$ cat src/rtl/insn_decode_stage.sv
// insn_decode_stage: registered instruction-decode stage with a two-word
// extended-immediate form. It splits each word into opcode, utility bit,
// register field and a zero-extended immediate, and has valid/ready on both sides.
//
// Handshake: a beat transfers on a rising clk edge when valid and ready are both
// high. in_ready = !flush && (!out_valid || out_ready), so the output register
// drains and refills at full rate. The producer holds out_* stable while
// out_valid=1 and out_ready=0.
//
// Optional feature macro: INSN_DECODE_ILLEGAL_EN. When it is defined,
// out_illegal = ILLEGAL_MASK[opcode]. When it is not defined, out_illegal is 0.
module insn_decode_stage #(
    parameter int                    INSN_W       = 8,
    parameter int                    OPC_W        = 4,
    parameter int                    REG_W        = 3,
    parameter int                    IMM_W        = 8,
    parameter logic [OPC_W-1:0]      EXT_OPC      = 4'hC,
    parameter logic [(1<<OPC_W)-1:0] ILLEGAL_MASK = 16'h0
) (
    input  logic              clk,
    input  logic              rst_n,
    input  logic              flush,
    input  logic              in_valid,
    output logic              in_ready,
    input  logic [INSN_W-1:0] in_insn,
    output logic              out_valid,
    input  logic              out_ready,
    output logic [OPC_W-1:0]  out_opcode,
    output logic              out_util,
    output logic [REG_W-1:0]  out_reg,
    output logic [IMM_W-1:0]  out_imm,
    output logic              out_ext,
    output logic              out_illegal,
    output logic              dbg_state
);

    // Check the field layout and the immediate width when the design elaborates.
    if (INSN_W != OPC_W + 1 + REG_W) begin : g_bad_insn_w
        $error("insn_decode_stage: INSN_W must equal OPC_W+1+REG_W");
    end
    if (IMM_W < INSN_W) begin : g_bad_imm_w
        $error("insn_decode_stage: IMM_W must be >= INSN_W");
    end

    typedef enum logic {S_OP = 1'b0, S_EXT = 1'b1} state_t;

    state_t             state;
    logic [OPC_W-1:0]   held_opc;
    logic               held_util;
    logic [REG_W-1:0]   held_reg;

    logic [OPC_W-1:0]   f_opc;
    logic               f_util;
    logic [REG_W-1:0]   f_reg;
    logic [IMM_W-1:0]   short_imm;
    logic [IMM_W-1:0]   ext_imm;
    logic               accept;

    function automatic logic illegal_of(input logic [OPC_W-1:0] opc);
`ifdef INSN_DECODE_ILLEGAL_EN
        return ILLEGAL_MASK[opc];
`else
        return 1'b0;
`endif
    endfunction

    assign in_ready  = !flush && (!out_valid || out_ready);
    assign accept    = in_valid && in_ready;
    assign dbg_state = state;

    // Split the incoming word into fields and form both candidate immediates.
    always_comb begin
        f_opc     = in_insn[INSN_W-1 -: OPC_W];
        f_util    = in_insn[REG_W];
        f_reg     = in_insn[REG_W-1:0];
        short_imm = '0;
        ext_imm   = '0;
        ext_imm[INSN_W-1:0] = in_insn;
        // INC2 class: top two opcode bits are 11 and the low two bits are not 00.
        if (f_opc[OPC_W-1 -: 2] == 2'b11 && f_opc[1:0] != 2'b00) begin
            short_imm = IMM_W'(2);
        end else begin
            short_imm[REG_W:0] = {f_util, f_reg};
        end
    end

    // Decode FSM and output register. Flush takes priority over every other event.
    always_ff @(posedge clk or negedge rst_n) begin
        if (!rst_n) begin
            state       <= S_OP;
            held_opc    <= '0;
            held_util   <= 1'b0;
            held_reg    <= '0;
            out_valid   <= 1'b0;
            out_opcode  <= '0;
            out_util    <= 1'b0;
            out_reg     <= '0;
            out_imm     <= '0;
            out_ext     <= 1'b0;
            out_illegal <= 1'b0;
        end else if (flush) begin
            state     <= S_OP;
            out_valid <= 1'b0;
        end else if (accept && state == S_OP && f_opc != EXT_OPC) begin
            out_valid   <= 1'b1;
            out_opcode  <= f_opc;
            out_util    <= f_util;
            out_reg     <= f_reg;
            out_imm     <= short_imm;
            out_ext     <= 1'b0;
            out_illegal <= illegal_of(f_opc);
        end else if (accept && state == S_OP) begin
            // First beat of an extended op: park the fields and await the immediate.
            state     <= S_EXT;
            held_opc  <= f_opc;
            held_util <= f_util;
            held_reg  <= f_reg;
            if (out_ready) out_valid <= 1'b0;
        end else if (accept) begin
            state       <= S_OP;
            out_valid   <= 1'b1;
            out_opcode  <= held_opc;
            out_util    <= held_util;
            out_reg     <= held_reg;
            out_imm     <= ext_imm;
            out_ext     <= 1'b1;
            out_illegal <= illegal_of(held_opc);
        end else if (out_ready) begin
            out_valid <= 1'b0;
        end
    end

endmodule

$ cat config.mk
export PLATFORM = sky130hd
export DESIGN_NAME = insn_decode_stage
export DESIGN_NICKNAME = d
export VERILOG_FILES = /design/src/rtl/insn_decode_stage.sv
export SDC_FILE = /design/constraint.sdc
export NUM_CORES = 1
export LEC_CHECK = 0
export ABC_AREA = 1
export ABC_CLOCK_PERIOD_IN_PS = 2630
export BUFFER_PORTS_ARGS = -buffer_cell sky130_fd_sc_hd__buf_2
export CAP_MARGIN = 20
export CORE_ASPECT_RATIO = 0.75
export CORE_MARGIN = 10
export CORE_UTILIZATION = 54
export DETAILED_ROUTE_END_ITERATION = 10
export GPL_TIMING_DRIVEN = 1
export PLACE_DENSITY_LB_ADDON = 0.2
export SETUP_SLACK_MARGIN = 0.4
export SLEW_MARGIN = 15
export SYNTH_ARGS = -nofsm -noshare
export SYNTH_HDL_FRONTEND = slang
export SYNTH_SLANG_ARGS = --single-unit
$ cat constraint.sdc
create_clock -name clk -period 2.63 [get_ports clk]
set_clock_uncertainty 0.1 [all_clocks]
set_input_delay 0.263 -clock clk [delete_from_list [all_inputs] [get_ports clk]]
set_output_delay 0.263 -clock clk [all_outputs]
set_load 0.02 [all_outputs]
==> results.md <==
- Status: finished, final reports clean
- Ports: 34
- Commonest cells in the netlist: nand2_1 (41), dfrtp_1 (27), inv_1 (22)
- Largest area contributor in the netlist: dfrtp_1
- Chip height: 61.5 µm
- Detailed Routing Iterations Pass 1: 4
- Area occupied by multi-input gates: 444 µm²
- CTS sink count: 27
- Crit path launch: flush
- Critical Path Sink Type: flop
- Top flop regs: out_imm (8), held_opc (4), out_opcode (4)
- Slew HR: 55.9%
- FILL cells: 181
- Vias in the first global route: 1050
- Initial antenna violation count: 0
- Final Hold Slack: 0.0596 ns
- Leakage: 0.000793 µW
- Antenna-violating nets left: 0
- Seq/Total Area, Yosys: 54.5%
- Slew @ Worst Pin: 0.659 ns
- Design area: 0.00144 mm²
- Arrival @ worst endpoint: 2.06 ns
- DR DRC count: 0
- Most frequent cell after synthesis: nand2_1
- Synthesized cell area: 0.00124 mm²
- Final Max Tran Viols: 0
- Die width: 75.3 µm
- Largest net degree at the start of global routing: 28
- Layout cell share with drive strength beyond 1: 23.3%
- Nets: 194
- Gp weighted congestion: 0.799
- CTS buffer count: 3
- Avg Cell Area, Syn: 8.54 µm²
- Die area: 0.00463 mm²
- Seq cells post-synth: 27
- Latest clock arrival within the worst-skew pair: 0.33 ns
- Area Overhead vs Synth: 16.5%
- Clock Pin Slew Worst Setup and Hold Paths: 0.13 ns
- GRT Total Usage: 13.7%
- Synth Flop Type: dfrtp_1
- Period utilization: 71.7%
- Max-capacitance violation count: 0
- Crit path required time: 2.81 ns
- RSZ-0062 raised after global routing: no
- Fin Setup TNS: 0 ns
- Critical R2R Launch: dbg_state
- Min Tclk post-route: 1.89 ns
- Core Area: 0.00208 mm²
- Via/cell ratio: 5.15
- Number of flops mapped to enable cells by yosys: 0
- Max clock buf depth: 2
- Synth Net Count: 158
- Post-Syn Instances: 145
- Fmax: 530 MHz
- Worst Path Max Fanout: 12
- Avg WL per Cell: 14.4 µm
- Root buffer cell: clkbuf_4
- FP Rows: 14
- Area fraction of the dominant cell type after synthesis: 54.5%
- Post-CTS sizing: 0
- H-tree Lvls: 1
- Endpoints failing setup: 0
- Gr ovfl total: 0
- Max reg flops: 8
- Initial core utilization: 59.4%
- PwrDens: 618 mW/mm²
- Hold Violations, Final: 0
- Worst hold start: in_insn[0]
- Area of placed instances: 0.00140 mm²
- Iter 0 DRT Violations: 91
- Via count: 1051
- Maximum VDD drop: 0.364 mV
- Largest reg by FF count: out_imm
- Count of cell types in the netlist: 19
- Top cells by area, synth: dfrtp_1 (55%), nand2_1 (12%), inv_1 (6.7%)
- Hpwl dp: 2260 µm
- TritonCTS clock tree: built
- Min-Delay Path Class: in2reg
- Total Wirelength: 2930 µm
- Register area: 676 µm²
- Global-route wire length before repair: 4930 µm
- Async SR Flop Fraction: 100%
- Yosys warning count: 0
- Crit Path Category: in2reg
- # diodes: 0
- IO Port Bufs: 32
- Setup crit start kind: input port
layout by cell type (no fill, tap or decap), types with 2 or more instances in the layout:
cell type,synthesis,routed
buf_2,0,32
clkbuf_4,0,3
dfrtp_1,27,27
dlygate4sd3_1,0,2
inv_1,22,22
nand2_1,41,41
nand3_1,14,14
nor2_1,10,10
nor2_2,2,2
nor3_1,2,2
o21ai_0,16,16
kinds of logic after synthesis:
family                 Yosys count  share of synthesized area, %
and+or+nand+nor                 71                          26.1
AOI/OAI and AO/OA               20                          9.50
buffers and inverters           26                          9.60
DFF                             27                          54.5
other                            1                         0.303
where the power goes:
part	switching (µW)	internal (µW)	leakage (µW)
Clock	121	59.6	0.0000150
Sequential	23.5	471	0.000323
Combinational	147	69.7	0.000455
worst paths after layout:
check | end | slack, ns | cells after the start
max in group asynchronous | out_imm[0] | 1.69 | 2
max | dbg_state | 0.74 | 7
min reg2reg | held_opc[3] | 0.38 | 2
min | held_reg[0] | 0.06 | 3
max reg2reg | dbg_state | 0.85 | 5
min in group asynchronous | out_opcode[2] | 0.35 | 2
routing by layer:
metal	GRT usage, %	up-vias	share of wire, %
met1	17.8	485	47
met2	21.3	39	43
met5	0	-	0
li1	-	524	-
met3	5.63	3	9.6
met4	2.11	0	0.48
per-stage QoR:
| step | setup slack (ns) | total power (µW) | utilization, % | cells |
|---|---|---|---|---|
| final | 0.743 | 891 | 69.2 | 204 |
| after detailed placement | 0.793 | 718 | 67.0 | 198 |
| after global routing | 0.569 | 946 | 69.2 | 204 |
| after global placement | 0.852 | 712 | 67.0 | 198 |
| after CTS | 0.684 | 896 | 69.2 | 204 |
| after floorplan | 1.17 | 633 | - | 145 |
timing repair:
item | in CTS | in global routing
buffers inserted | 0 | 0
hold buffers | 2 | 0
endpoints found under the hold margin | 28 | 0
worst max-delay path, stage by stage:
cell and delay (ns):
dlygate4sd3_1 0.53, buf_2 0.12, inv_1 0.14, nand4_4 0.19
nor2_1 0.55, inv_1 0.16, nand2_1 0.10
layout make-up:
| type | count | share of cell area, % |
|---|---|---|
| clock buffers | 4 | 1.82 |
| inverters | 23 | 5.98 |
| multi-input cells | 92 | 30.8 |
| flip-flops and latches | 27 | 46.8 |
| well taps | 24 | 2.08 |
| repair buffers | 34 | 12.5 |
No activity file was read; power rests on OpenSTA's default activity.
